===== config.mk =====
export PLATFORM = sky130hd
export DESIGN_NAME = mips_alu_flat
export DESIGN_NICKNAME = d
export VERILOG_FILES = /design/src/rtl/mips_alu_if.sv /design/src/rtl/mips_alu.sv /design/src/flat_wrapper.sv
export SDC_FILE = /design/constraint.sdc
export NUM_CORES = 1
export LEC_CHECK = 0
export ABC_AREA = 0
export CORE_ASPECT_RATIO = 1.5
export CORE_MARGIN = 4
export CORE_UTILIZATION = 51
export DETAILED_ROUTE_END_ITERATION = 16
export PLACE_DENSITY = 0.75
export SYNTH_ARGS = -nofsm -noshare
export SYNTH_HDL_FRONTEND = slang
export SYNTH_SLANG_ARGS = --single-unit

===== constraint.sdc =====
create_clock -name clk -period 2.25 [get_ports clk]
set_input_delay 0.45 -clock clk [delete_from_list [all_inputs] [get_ports clk]]
set_output_delay 0.45 -clock clk [all_outputs]
set_load 0.01 [all_outputs]

===== src/rtl/mips_alu_if.sv =====
// rtl/mips_alu_if.sv - Operand/result bundle between the execute-stage driver and mips_alu
interface mips_alu_if;
    logic [3:0]  ALUctl;
    logic [31:0] A;
    logic [31:0] B;
    logic        in_valid;
    logic [31:0] ALUOut;
    logic        Zero;
    logic        Overflow;
    logic        out_valid;

    modport master (
        output ALUctl, A, B, in_valid,
        input  ALUOut, Zero, Overflow, out_valid
    );

    modport slave (
        input  ALUctl, A, B, in_valid,
        output ALUOut, Zero, Overflow, out_valid
    );
endinterface


===== src/rtl/mips_alu.sv =====
// rtl/mips_alu.sv - Registered 32-bit MIPS ALU, one-cycle latency
// Optional shift ops (SLL/SRL/SRA) enabled by defining MIPSALU_SHIFT_EN.
module mips_alu (
    input  logic       clk,
    input  logic       reset,
    mips_alu_if.slave  alu
);
    localparam logic [3:0] OP_AND  = 4'd0;
    localparam logic [3:0] OP_OR   = 4'd1;
    localparam logic [3:0] OP_ADD  = 4'd2;
    localparam logic [3:0] OP_XOR  = 4'd3;
    localparam logic [3:0] OP_SUB  = 4'd6;
    localparam logic [3:0] OP_SLT  = 4'd7;
    localparam logic [3:0] OP_SLTU = 4'd8;
    localparam logic [3:0] OP_NOR  = 4'd12;
`ifdef MIPSALU_SHIFT_EN
    localparam logic [3:0] OP_SLL  = 4'd4;
    localparam logic [3:0] OP_SRL  = 4'd5;
    localparam logic [3:0] OP_SRA  = 4'd9;
`endif

    logic [31:0] sum;
    logic [31:0] diff;
    logic        ovf_add;
    logic        ovf_sub;
    logic        less_s;
    logic        less_u;
    logic [31:0] result;
    logic        result_ovf;

    logic [31:0] alu_out_d,   alu_out_q;
    logic        zero_d,      zero_q;
    logic        overflow_d,  overflow_q;
    logic        out_valid_d, out_valid_q;

    always_comb begin
        sum     = alu.A + alu.B;
        diff    = alu.A - alu.B;
        ovf_add = (alu.A[31] == alu.B[31]) && (sum[31]  != alu.A[31]);
        ovf_sub = (alu.A[31] != alu.B[31]) && (diff[31] != alu.A[31]);
        // Sign of the difference is wrong exactly when the subtract overflowed
        less_s  = diff[31] ^ ovf_sub;
        less_u  = alu.A < alu.B;

        result     = 32'd0;
        result_ovf = 1'b0;
        case (alu.ALUctl)
            OP_AND:  result = alu.A & alu.B;
            OP_OR:   result = alu.A | alu.B;
            OP_ADD:  begin result = sum;  result_ovf = ovf_add; end
            OP_XOR:  result = alu.A ^ alu.B;
            OP_SUB:  begin result = diff; result_ovf = ovf_sub; end
            OP_SLT:  result = {31'd0, less_s};
            OP_SLTU: result = {31'd0, less_u};
            OP_NOR:  result = ~(alu.A | alu.B);
`ifdef MIPSALU_SHIFT_EN
            OP_SLL:  result = alu.A << alu.B[4:0];
            OP_SRL:  result = alu.A >> alu.B[4:0];
            OP_SRA:  result = $unsigned($signed(alu.A) >>> alu.B[4:0]);
`endif
            default: result = 32'd0;
        endcase
    end

    always_comb begin
        alu_out_d   = alu_out_q;
        zero_d      = zero_q;
        overflow_d  = overflow_q;
        out_valid_d = alu.in_valid;
        if (alu.in_valid) begin
            alu_out_d  = result;
            zero_d     = (result == 32'd0);
            overflow_d = result_ovf;
        end
    end

    always_ff @(posedge clk or posedge reset) begin
        if (reset) begin
            alu_out_q   <= 32'd0;
            zero_q      <= 1'b1;
            overflow_q  <= 1'b0;
            out_valid_q <= 1'b0;
        end else begin
            alu_out_q   <= alu_out_d;
            zero_q      <= zero_d;
            overflow_q  <= overflow_d;
            out_valid_q <= out_valid_d;
        end
    end

    assign alu.ALUOut    = alu_out_q;
    assign alu.Zero      = zero_q;
    assign alu.Overflow  = overflow_q;
    assign alu.out_valid = out_valid_q;
endmodule


===== src/flat_wrapper.sv =====
// flat-port wrapper written by rule: the top's interface ports become plain ports
module mips_alu_flat 
  (clk, reset, alu_ALUctl, alu_A, alu_B, alu_in_valid, alu_ALUOut, alu_Zero, alu_Overflow, alu_out_valid);
  mips_alu_if alu_i ();
  input  logic clk;
  input  logic reset;
  input wire logic [$bits(alu_i.ALUctl)-1:0] alu_ALUctl;
  input wire logic [$bits(alu_i.A)-1:0] alu_A;
  input wire logic [$bits(alu_i.B)-1:0] alu_B;
  input wire logic [$bits(alu_i.in_valid)-1:0] alu_in_valid;
  output wire logic [$bits(alu_i.ALUOut)-1:0] alu_ALUOut;
  output wire logic [$bits(alu_i.Zero)-1:0] alu_Zero;
  output wire logic [$bits(alu_i.Overflow)-1:0] alu_Overflow;
  output wire logic [$bits(alu_i.out_valid)-1:0] alu_out_valid;
  assign alu_i.ALUctl = alu_ALUctl;
  assign alu_i.A = alu_A;
  assign alu_i.B = alu_B;
  assign alu_i.in_valid = alu_in_valid;
  assign alu_ALUOut = alu_i.ALUOut;
  assign alu_Zero = alu_i.Zero;
  assign alu_Overflow = alu_i.Overflow;
  assign alu_out_valid = alu_i.out_valid;
  mips_alu u_core (.clk(clk), .reset(reset), .alu(alu_i));
endmodule

==> results of run 1 <==
cells in the mapped netlist, types with 4 or more instances:
cell type / n / area share, %
ha_1: 100 / 17
nor2_1: 97 / 4.9
a21oi_1: 92 / 6.2
inv_1: 91 / 4.6
nand2_1: 59 / 3.0
o21ai_0: 56 / 3.8
clkbuf_1: 37 / 1.9
dfrtp_1: 34 / 11
buf_2: 26 / 1.8
nor3_1: 26 / 1.8
nand3_1: 21 / 1.4
nor2b_1: 20 / 1.7
a211oi_1: 18 / 1.8
a21o_1: 18 / 1.8
nor4_1: 17 / 1.4
nand2b_1: 15 / 1.3
o21a_1: 14 / 1.4
a211o_1: 13 / 1.5
a31oi_1: 13 / 1.1
o211ai_1: 13 / 1.3
a221o_1: 12 / 1.6
o21bai_1: 11 / 1.1
a22oi_1: 9 / 0.91
and3_1: 9 / 0.76
o21ai_1: 9 / 0.61
o221ai_1: 9 / 1.1
a221oi_1: 8 / 0.95
mux2_2: 8 / 1.2
o22ai_1: 8 / 0.68
or3_1: 7 / 0.59
mux2i_1: 6 / 0.81
o31ai_1: 6 / 0.61
or2_2: 6 / 0.51
or4_1: 6 / 0.61
a21oi_2: 5 / 0.59
and2_1: 5 / 0.42
nand4_1: 5 / 0.42
nor4b_1: 5 / 0.59
o211a_1: 5 / 0.68
a22o_1: 4 / 0.47
and4_1: 4 / 0.47
o2111ai_1: 4 / 0.47
o31a_1: 4 / 0.47
kinds of logic after synthesis:
logic type	after synthesis	share of synthesized area [%]
muxes	15	2.228
AOI/OAI and AO/OA	377	35.92
xor gates and xnor gates	5	0.5908
DFF	35	11.83
buffers and inverters	161	8.844
adders and majority gates	103	17.69
and+or+nand+nor	326	22.90
through the flow:
stage               setup slack (ns)  hold WS (ns)
detailed placement            -2.243        0.4847
global placement              -2.150        0.4630
floorplan                     -1.372        0.4814
==> flow_summary.ini, run 1 <==
[outcome]
status = did not finish
stop_stage = 4_1_cts
stop_error = [ERROR DPL-0033] detailed placement checks failed during check placement.

[synth]
synth.distinct_cells = 96
synth_edf_count = 0
async_flop_share_pct = 100.0
yosysSeqAreaShare_pct = 11.83
yosysWarningCount = 0
syn_area_per_cell_um2 = 7.254
ys_seq_elements = 35
netlist_instances = 1022
synth_flop_cell = dfrtp_1
syn-cell-area_um2 = 7413
synth_nets = 1196

[floorplanning]
io-pin-count = 106
rows = 53
dieWidth_um = 106.4
initial_core_util_pct = 52.48
die_y_um = 155.7

[place]
port-buffer-count = 105
dpl_cell_area_um2 = 12020
dp.cells = 1651
gp_congestion = 1.061
dp_hpwl_mm = 28.20

[clock_network]
clock_sinks = 35
cts-root-buf = clkbuf_16
post-cts-setup-buffer-count = 82
cts_resized = 515
htreeDepth = 2
cts_buffers = 5
hold_buffers = 0
clock_tree.buffer_depth = 2
==> run 2, diff against run 1 <==
CORE_ASPECT_RATIO = not set   (was 1.5)
CORE_UTILIZATION = 36   (was 51)
PLACE_DENSITY = not set   (was 0.75)
PLACE_DENSITY_LB_ADDON = 0.15   (was not set)
==> run 2 against run 1 <==
Effect of this change:
- the flow now finishes, with violations (setup timing)
- synthesized cell count is the same
- synthesized area is the same
==> flow_summary.ini, run 2 <==
[cells_and_area]
nets = 1740
multiInputGateArea_um2 = 7839
layout_common_cells = buf_4 (416), nor2_1 (81), buf_6 (72), a21oi_1 (58), ha_1 (58)
largest_reg_flops = 32
fill_cells = 1481
final_cells = 1837
synthToLayoutAreaGrowth_pct = 100.5
final_area_um2 = 14860
register_area_um2 = 877.1
drive_gt1_share_pct = 56.67
final_common_cell = buf_4
antenna_cells = 0

[worst_setup_path]
crit_fanout = 3
r2r_slack_ns = 1.42
critical_path_class = in -> reg
end_kind = flop
rr_endpoint = u_core.alu.ALUOut[15]$_DFFE_PP0P_
arrival_ns = 3.77
start_kind = input port
ff2ff_path_depth = 1
reg2reg_from = u_core.alu.ALUOut[15]$_DFFE_PP0P_
worstPathRequired_ns = 2.45

[floorplanning]
die_y_um = 151.5
coreArea_um2 = 20230
die_area_um2 = 22950
rows = 52
initial_core_util_pct = 36.64
dieWidth_um = 151.5
io-pin-count = 106

[power_and_ir_drop]
p_leak_nw = 6.703
p_per_area_nw_per_um2 = 370.4
ir_drop_mv = 0.3616
power_w = 0.005504

[synth]
synth.most_common_cell = ha_1
ys_top_cells_by_area = ha_1 (17%), dfrtp_1 (11%), a21oi_1 (6.2%)
syn-cell-area_um2 = 7413
async_flop_share_pct = 100.0
synth_top_area_cell = ha_1
netlist.area_leader.share_pct = 16.88
yosysWarningCount = 0
yosysSeqAreaShare_pct = 11.83
syn_area_per_cell_um2 = 7.254
ys_seq_elements = 35
synth.distinct_cells = 96
netlist_instances = 1022
synthTopCellsByCount = ha_1 (100), nor2_1 (97), a21oi_1 (92), inv_1 (91), nand2_1 (59)
synth_flop_cell = dfrtp_1
synth_edf_count = 0
synth_nets = 1196

[timing]
finalClockSkew_ns = 0
tightestPinTransition_ns = 0.7750
finalHoldViolations = 0
period_needed_ns = 3.562
slew_violations = 0
rsz0062_at_grt = yes
worst_slack_ns = -1.312
max_slew_margin_pct = 48.33
fin_crit_sh_pct = 158.3
fmax_mhz = 280.8
finalSetupViolations = 30

[hold_path]
whs_endpoint = u_core.alu.ALUOut[9]$_DFFE_PP0P_
hold_start = u_core.alu.ALUOut[9]$_DFFE_PP0P_
min_path_cells = 1
hp-class = reg -> reg

[place]
dp.cells = 1726
dp_hpwl_mm = 26.77
dpl_cell_area_um2 = 12120
gp_congestion = 0.9767
port-buffer-count = 105

[detailed_routing]
vias = 10690
routed_wl_mm = 38.11
vias_per_cell = 5.817
wl_per_cell_um = 20.75
drtIter0Drc = 1093
drc = 0
firstDrtPassIters = 6
drtAntennaViolNets = 0

[clock_network]
clock_sinks = 35
clock_tree.buffer_depth = 2
htreeDepth = 2
path_clk_slew_ns = 0.06
cts_tree = done
cts-root-buf = clkbuf_16
clk_latency_ns = 0.28
hold_buffers = 0
cts_buffers = 5

[job]
drv_cap = 0

[global_route]
first_global_vias = 10710
grt_max_degree = 57
antenna_found_initial = 0
grt_pass1_wl_mm = 56.86
grt_util_all_layers_pct = 31.51
grt-ovfl-total = 0

[outcome]
violations = setup timing
status = finished, violations left
==> run 2: cell counts after synthesis <==
No cell type changed its count.
==> run 2: repair_timing <==
| action | CTS | global route |
|---|---|---|
| cloned | 2 | 0 |
| gates resized for setup | 515 | 97 |
| pin swaps | 172 | 96 |
| buffers inserted | 110 | 30 |
| endpoints found under the setup margin | 34 | 31 |
==> run 2: metal layers <==
layer | vias up | part of all wire (%) | GRT usage, %
met5 | - | 0 | 0
met4 | 0 | 5.8 | 14.11
met3 | 191 | 8.5 | 4.343
met2 | 615 | 47 | 53.59
met1 | 5031 | 39 | 39.66
li1 | 4848 | - | -
==> run 2: cells by family after synthesis <==
logic type | count (synthesis) | share of synthesized area [%]
simple gates | 326 | 22.90
fa+ha+maj | 103 | 17.69
mux | 15 | 2.228
buf+inv | 161 | 8.844
compound gates | 377 | 35.92
xor+xnor | 5 | 0.5908
flops | 35 | 11.83
==> run 2: critical path: stages <==
cell	delay (ns)
buf_8	0.07
clkinvlp_4	0.12
ha_4	0.27
o21bai_4	0.13
nand3b_1	0.16
a31oi_4	0.26
o2111ai_2	0.15
nand3b_1	0.19
a211oi_4	0.09
nor2_1	0.09
nor2_1	0.05
nor2_1	0.10
nor2_2	0.07
fa_2	0.37
nand4b_1	0.10
a21oi_1	0.07
a21oi_1	0.11
o21ai_1	0.07
a211o_1	0.30
nor4_1	0.18
nand4_1	0.14
o31ai_2	0.21
==> run 2: worst max path at each step <==
| stage | start | endpoint | depth (start not counted) |
|---|---|---|---|
| 6_report | alu_A[1] | u_core.alu.Zero$_DFFE_PP1P_ | 22 |
| 5_1_grt | alu_A[1] | u_core.alu.Zero$_DFFE_PP1P_ | 22 |
| 4_1_cts | alu_A[1] | u_core.alu.Zero$_DFFE_PP1P_ | 22 |
| 3_5_place_dp | alu_A[0] | u_core.alu.Zero$_DFFE_PP1P_ | 19 |
| 3_3_place_gp | alu_A[1] | u_core.alu.Zero$_DFFE_PP1P_ | 22 |
| 2_1_floorplan | alu_B[1] | u_core.alu.Zero$_DFFE_PP1P_ | 21 |
==> run 2: power breakdown <==
group | internal, W | switching [W] | leakage [nW]
Sequential | 0.000722 | 0.0000616 | 0.420
Clock | 0.000523 | 0.000296 | 0.0838
Combinational | 0.00201 | 0.00189 | 6.20
Total | 0.00326 | 0.00224 | 6.70
==> run 2: area by class of cell <==
class	count	area share [%]
Clock buffer	5	0.8420
Tap cell	270	2.273
Sequential cell	35	5.902
Inverter	93	2.880
Multi-Input combinational cell	826	52.75
Clock inverter	3	0.2947
Timing Repair Buffer	605	35.06
==> run 2: stage by stage <==
stage	setup slack [ns]	utilization [%]	hold slack [ns]	TNS, ns
finish	-1.312	73.44	0.4967	-18.97
global route	-1.528	73.44	0.5124	-21.68
CTS	-1.258	71.36	0.5012	-17.70
detailed placement	-2.254	59.92	0.4832	-45.82
global placement	-2.089	59.92	0.4641	-44.61
floorplan	-1.372	-	0.4814	-10.29
Power figures use the tool's default switching activity.
==> run 3, diff against run 2 <==
CELL_PAD_IN_SITES_DETAIL_PLACEMENT = 1   (was not set)
CELL_PAD_IN_SITES_GLOBAL_PLACEMENT = 1   (was not set)
==> run 3 against run 2 <==
Effect of this change:
- the flow now stops in 5_1_grt
- synthesized cell count unchanged
- synthesized area unchanged
==> flow_summary.ini, run 3 <==
[place]
dp_hpwl_mm = 30.94
dp.cells = 1736
gp_congestion = 1.003
dpl_cell_area_um2 = 12240
port-buffer-count = 105

[clock_network]
cts_buffers = 5
cts-root-buf = clkbuf_16
clock_sinks = 35
clock_tree.buffer_depth = 2
hold_buffers = 0
htreeDepth = 2

[synth]
synth_edf_count = 0
synthTopCellsByCount = ha_1 (100), nor2_1 (97), a21oi_1 (92), inv_1 (91), nand2_1 (59)
synth.most_common_cell = ha_1
synth_nets = 1196
async_flop_share_pct = 100.0
syn_area_per_cell_um2 = 7.254
synth_top_area_cell = ha_1
yosysSeqAreaShare_pct = 11.83
netlist.area_leader.share_pct = 16.88
ys_seq_elements = 35
synth_flop_cell = dfrtp_1
netlist_instances = 1022
ys_top_cells_by_area = ha_1 (17%), dfrtp_1 (11%), a21oi_1 (6.2%)
syn-cell-area_um2 = 7413
synth.distinct_cells = 96
yosysWarningCount = 0

[global_route]
grt_util_all_layers_pct = 87.26
grt_max_degree = 57
grt-ovfl-total = 520

[outcome]
stop_stage = 5_1_grt
stop_error = [ERROR GRT-0232] Routing congestion too high. Check the congestion heatmap in the GUI.
status = did not finish

[floorplanning]
die_y_um = 151.5
io-pin-count = 106
dieWidth_um = 151.5
rows = 52
initial_core_util_pct = 36.64

[timing]
worstEndpointGrtRepair = u_core.alu.Zero$_DFFE_PP1P_/D
worstEpCategory = register data pin
## run 3: cell counts after synthesis
Identical to the previous run, type by type.
## run 3: cells by family after synthesis
logic type,synth area share (%)
AOI/OAI and AO/OA,35.92
and+or+nand+nor,22.90
buffers and inverters,8.844
adders and majority gates,17.69
DFF,11.83
muxes,2.228
xor gates and xnor gates,0.5908
## run 3: metrics by stage
| stage | hold slack, ns | setup WS [ns] |
|---|---|---|
| CTS | 0.5005 | -1.382 |
| detailed placement | 0.4878 | -2.384 |
| global placement | 0.4762 | -2.245 |
| floorplan | 0.4814 | -1.372 |
## run 3: layer usage
| layer | GRT overflow | GRT usage, % |
|---|---|---|
| met1 | 14 | 83.79 |
| met2 | 285 | 100.3 |
| met5 | 2 | 45.91 |
| met4 | 200 | 94.52 |
| met3 | 19 | 76.12 |
## run 3: what timing repair did
action / in CTS
buffers inserted: 102
pin swaps: 142
hold endpoints to repair: 0
endpoints found under the setup margin: 34
gates resized for setup: 470
